**src/rtl/regfile_mp.sv**
```systemverilog
// Multi-port integer register file with a pending-write scoreboard and a sequential clear engine.
// Optional write-to-read bypass in IDLE: define REGFILE_MP_BYPASS_EN.
module regfile_mp #(
    parameter int DATA_WIDTH   = 32,
    parameter int NUM_REGS     = 32,
    parameter int REGIDX_WIDTH = $clog2(NUM_REGS),
    parameter int NUM_RD       = 2,
    parameter int NUM_WR       = 1,
    parameter int ZERO_REG     = 1
) (
    input  logic                           i_clk,
    input  logic                           i_rst_n,
    input  logic [NUM_RD*REGIDX_WIDTH-1:0] i_rs_addr,
    output logic [NUM_RD*DATA_WIDTH-1:0]   o_rs_data,
    output logic [NUM_RD-1:0]              o_rs_busy,
    input  logic [NUM_WR-1:0]              i_rd_wen,
    input  logic [NUM_WR*REGIDX_WIDTH-1:0] i_rd_addr,
    input  logic [NUM_WR*DATA_WIDTH-1:0]   i_rd_data,
    input  logic                           i_sb_set,
    input  logic [REGIDX_WIDTH-1:0]        i_sb_addr,
    input  logic                           i_clr_req,
    output logic                           o_clr_busy
);
    typedef enum logic {S_IDLE, S_CLEAR} state_t;

    state_t                                state_q;
    logic [REGIDX_WIDTH-1:0]               cnt_q;
    logic                                  clr_busy_q;
    logic [NUM_REGS-1:0][DATA_WIDTH-1:0]   regs_q, regs_d;
    logic [NUM_REGS-1:0]                   busy_q, busy_d;

    logic                                  idle;
    logic [NUM_WR-1:0]                     wen_eff;
    logic [REGIDX_WIDTH-1:0]               wr_addr [NUM_WR];
    logic [DATA_WIDTH-1:0]                 wr_data [NUM_WR];
    logic                                  sb_eff;

    // Out-of-range indices only exist when NUM_REGS is not a power of two.
    function automatic logic addr_ok(input logic [REGIDX_WIDTH-1:0] a);
        return (32'(a) < 32'(NUM_REGS)) && !((ZERO_REG != 0) && (a == '0));
    endfunction

    assign idle       = (state_q == S_IDLE);
    assign o_clr_busy = clr_busy_q;
    assign sb_eff     = idle && i_sb_set && addr_ok(i_sb_addr);

    for (genvar w = 0; w < NUM_WR; w++) begin : g_wr
        assign wr_addr[w] = i_rd_addr[w*REGIDX_WIDTH +: REGIDX_WIDTH];
        assign wr_data[w] = i_rd_data[w*DATA_WIDTH +: DATA_WIDTH];
        assign wen_eff[w] = idle && i_rd_wen[w] && addr_ok(wr_addr[w]);
    end

    // Ascending port order makes the highest-index writer win; the scoreboard set
    // is applied after the write-backs so a new producer supersedes the old one.
    always_comb begin
        regs_d = regs_q;
        busy_d = busy_q;
        if (state_q == S_CLEAR) begin
            regs_d[cnt_q] = '0;
            busy_d[cnt_q] = 1'b0;
        end else begin
            for (int w = 0; w < NUM_WR; w++) begin
                if (wen_eff[w]) begin
                    regs_d[wr_addr[w]] = wr_data[w];
                    busy_d[wr_addr[w]] = 1'b0;
                end
            end
            if (sb_eff) busy_d[i_sb_addr] = 1'b1;
        end
    end

    always_ff @(posedge i_clk or negedge i_rst_n) begin
        if (!i_rst_n) begin
            regs_q <= '0;
            busy_q <= '0;
        end else begin
            regs_q <= regs_d;
            busy_q <= busy_d;
        end
    end

    always_ff @(posedge i_clk or negedge i_rst_n) begin
        if (!i_rst_n) begin
            state_q    <= S_IDLE;
            cnt_q      <= '0;
            clr_busy_q <= 1'b0;
        end else begin
            case (state_q)
                S_IDLE: if (i_clr_req) begin
                    state_q    <= S_CLEAR;
                    cnt_q      <= (ZERO_REG != 0) ? REGIDX_WIDTH'(1) : '0;
                    clr_busy_q <= 1'b1;
                end
                S_CLEAR: begin
                    cnt_q <= cnt_q + REGIDX_WIDTH'(1);
                    if (cnt_q == REGIDX_WIDTH'(NUM_REGS - 1)) begin
                        state_q    <= S_IDLE;
                        clr_busy_q <= 1'b0;
                    end
                end
                default: begin
                    state_q    <= S_IDLE;
                    clr_busy_q <= 1'b0;
                end
            endcase
        end
    end

    // Read ports; outputs are forced to zero while reset is held.
    for (genvar k = 0; k < NUM_RD; k++) begin : g_rd
        logic [REGIDX_WIDTH-1:0] rs_a;
        logic [DATA_WIDTH-1:0]   rs_d;
        logic                    rs_b;

        assign rs_a = i_rs_addr[k*REGIDX_WIDTH +: REGIDX_WIDTH];

        always_comb begin
            rs_d = '0;
            rs_b = 1'b0;
            if (i_rst_n && addr_ok(rs_a)) begin
                rs_d = regs_q[rs_a];
                rs_b = busy_q[rs_a];
`ifdef REGFILE_MP_BYPASS_EN
                for (int w = 0; w < NUM_WR; w++) begin
                    if (wen_eff[w] && (wr_addr[w] == rs_a)) rs_d = wr_data[w];
                end
`endif
            end
        end

        assign o_rs_data[k*DATA_WIDTH +: DATA_WIDTH] = rs_d;
        assign o_rs_busy[k]                          = rs_b;
    end
endmodule
```
**config.mk**
```make
export PLATFORM = sky130hd
export DESIGN_NAME = regfile_mp
export DESIGN_NICKNAME = d
export VERILOG_FILES = /design/src/rtl/regfile_mp.sv
export SDC_FILE = /design/constraint.sdc
export NUM_CORES = 2
export LEC_CHECK = 0
export BUFFER_PORTS_ARGS = -buffer_cell sky130_fd_sc_hd__buf_4
export CAP_MARGIN = 10
export CORE_MARGIN = 2
export CORE_UTILIZATION = 30
export DETAILED_ROUTE_END_ITERATION = 12
export HOLD_SLACK_MARGIN = 0.02
export SYNTH_ARGS = -nofsm -noshare
export SYNTH_HDL_FRONTEND = slang
export SYNTH_SLANG_ARGS = --single-unit
```
**constraint.sdc**
```tcl
create_clock -name i_clk -period 2.3 [get_ports i_clk]
set_input_delay 0.115 -clock i_clk [delete_from_list [all_inputs] [get_ports i_clk]]
set_output_delay 0.115 -clock i_clk [all_outputs]
set_load 0.01 [all_outputs]
```
==> reports/results.ini <==
[floorplanning]
fp.coreArea_um2=181000
die_h_um=431
die_w_um=431
rows=156
dieArea_um2=186000
io_pins=124
initial_core_util=0.302

[clocking]
cts_num_sinks=1063
root_buffer=clkbuf_16
clk_pin_slew_ns=0.07
cts_tree=done
insertion_delay_ns=0.72
clockBufferDepth=3
cts_buffers=106
htree_levels=3

[power]
ir_drop_mv=0.707
p_sw_frac=0.303
power.switching_uw=15100
p_int_uw=34700
power.total_uw=49800
powerDensity_nw_per_um2=750
seq_power_share=0.437
p_leak_uw=0.0300
clkPwrFrac=0.365
comb_power_share=0.198

[logic_synthesis]
synth-seq-cells=1063
ys_seq_area_frac=0.487
syn-num-nets=4445
synth_cells=4383
synth.distinct_cells=45
syn_avg_cell_area_um2=12.5
ys_warn_count=0
async_reset_ff_frac=1.00
syn_area_um2=54700
synth_flop_cell=dfrtp_1
synth_edf_count=0

[placement]
io_buffers=123
routabilityCongestion=0.966
dpl_cell_area_um2=61200
hpwl_mm=136
pre_cts_slack_ns=-0.285

[timing]
fin_skew_ns=0.0205
hold_viol=0
hold_slack_ns=0.180
period_minus_slack_ns=2.84
max_freq_mhz=352
fin_ws_ns=-0.540
grt_setup_unrepaired=true
relSlewSlack=0.107
drv_slew=0
setup_viol=66
worst_pin_slew_ns=1.33
post-route-period-util=1.23

[setup_path]
slowest_delay_ns=0.47
endpoint_kind=primary output
timing_worst_setup_path_type=flip-flop to primary output
cp-start-kind=flip-flop
cp_max_fo=3
crit_slowest_cell=mux4_2
crit_chain=mux4_2 > a22oi_2 > nand4_1 > buf_4 > buf_6
worstPathArrival_ns=2.72
required_ns=2.18

[cells_and_area]
design_area_um2=66300
drive_gt1_frac=0.235
layout_commonest_cell=dfrtp_1
nets=4591
final_cell_mix=1,063 x dfrtp_1, 1,018 x a22o_1, 613 x mux2i_1, 313 x buf_4, 267 x a22oi_1
area_growth_syn_to_layout_pct=21.4
utilization=0.367
num-fill-cells=17100

[flow_run]
cap_viol_max_count=0

[routing]
viasPerCell=6.36
drt_iter0_drc=5833
drtAntennaViolNets=0
wl_mm=217
avgRoutedWirePerCell_um=31.0
firstDrtPassIters=7
drc=0
vias=44500

[global_route]
grt_max_degree=164
antenna_found_initial=12
grt_pass1_wl_mm=318
track_usage=0.228
grt_pass1_vias=44500
grt_overflow=0

[min_path]
hold_path.class=input port to asynchronous set/reset pin

[run_status]
failed_checks=negative setup slack
status=complete, but fails checks

==> final timing paths <==
check / end / slack (ns) / cells past startpoint / from
max: o_rs_data[46] / -0.54 / 5 / regs_q[206]
max reg2reg: regs_q[143] / 0.11 / 6 / state_q
max in group asynchronous: regs_q[115] / 0.30 / 6 / i_rst_n
min: regs_q[951] / 0.18 / 4 / i_rst_n
min reg2reg: regs_q[19] / 0.50 / 1 / regs_q[19]
min in group i_clk: cnt_q[4] / 0.19 / 3 / i_clr_req
==> state kept, by name, summed over array words and instances, names as in the netlist <==
| register | flops |
|---|---|
| busy_q | 32 |
| cnt_q | 5 |
| o_clr_busy | 1 |
| regs_q | 1024 |
| state_q | 1 |
==> cell usage after synthesis, drive strengths merged, types with 46 or more instances <==
| library cell | instances | area (um^2) |
|---|---|---|
| buf | 153 | 751 |
| nand2 | 89 | 334 |
| mux4 | 220 | 4950 |
| mux2i | 615 | 6160 |
| a21oi | 108 | 567 |
| nand3 | 156 | 781 |
| nand4 | 68 | 425 |
| a22o | 1018 | 8920 |
| dfrtp | 1063 | 26600 |
| clkbuf | 379 | 1420 |
| and2 | 46 | 288 |
| a22oi | 319 | 2390 |
==> layout make-up <==
type | instances | area, um^2 | area share
inverter | 7 | 26.3 | 0.000396
antenna | 9 | 22.5 | 0.000339
sequential | 1063 | 26600 | 0.401
tap | 2370 | 2970 | 0.0447
clock buffer | 147 | 3100 | 0.0467
multi-input combinational | 2781 | 26900 | 0.405
clock inverter | 44 | 462 | 0.00696
timing repair buffer | 570 | 6300 | 0.0950
==> worst max-delay path, delay by kind of cell, from the launching register on <==
family | cells | cell delay, ns
flops | 1 | 0.39
simple gates | 1 | 0.46
compound gates | 1 | 0.28
mux | 1 | 0.47
buf+inv | 2 | 0.42
==> per-layer routing <==
| layer | GRT usage | vias to the layer above | part of all wire |
|---|---|---|---|
| met2 | 0.344 | 2873 | 0.45 |
| met4 | 0.128 | 8 | 0.058 |
| met1 | 0.303 | 23300 | 0.40 |
| met5 | 0 | - | 0.00021 |
| li1 | - | 17700 | - |
| met3 | 0.0514 | 599 | 0.098 |
==> power groups by stage <==
| stage | Sequential (uW) | Clock, uW | Combinational, uW |
|---|---|---|---|
| after floorplan | 21600 | 0 | 5310 |
| after global placement | 21900 | 0 | 9310 |
| after detailed placement | 22000 | 0 | 9430 |
| after CTS | 21700 | 18400 | 9700 |
| after global routing | 21900 | 19100 | 10300 |
| final | 21800 | 18100 | 9860 |
==> repair_timing <==
action,4_1_cts,5_1_grt
setup endpoints to repair,66,130
pin swaps,78,6
gates resized for setup,126,28
hold buffers,45,0
buffers inserted,46,13
endpoints found under the hold margin,1480,0
==> per-stage QoR <==
stage                     cells  setup TNS [ns]
after floorplan            4383               0
after global placement     6692           -3.31
after detailed placement   6692           -4.05
after CTS                  6969          -12.44
after global routing       6989          -13.14
final                      6991          -10.26
==> kinds of logic (layout without fill, tap and decap cells) <==
logic type	after synthesis	in the layout	share of synthesized area
AOI/OAI and AO/OA	1478	1478	0.222
xor gates and xnor gates	2	2	0.000321
adders and majority gates	5	5	0.00114
buffers and inverters	539	768	0.0402
DFF	1063	1063	0.487
muxes	835	835	0.203
other	0	9	0
and+or+nand+nor	461	461	0.0458
Note: power is estimated with default switching activity, not from simulation.
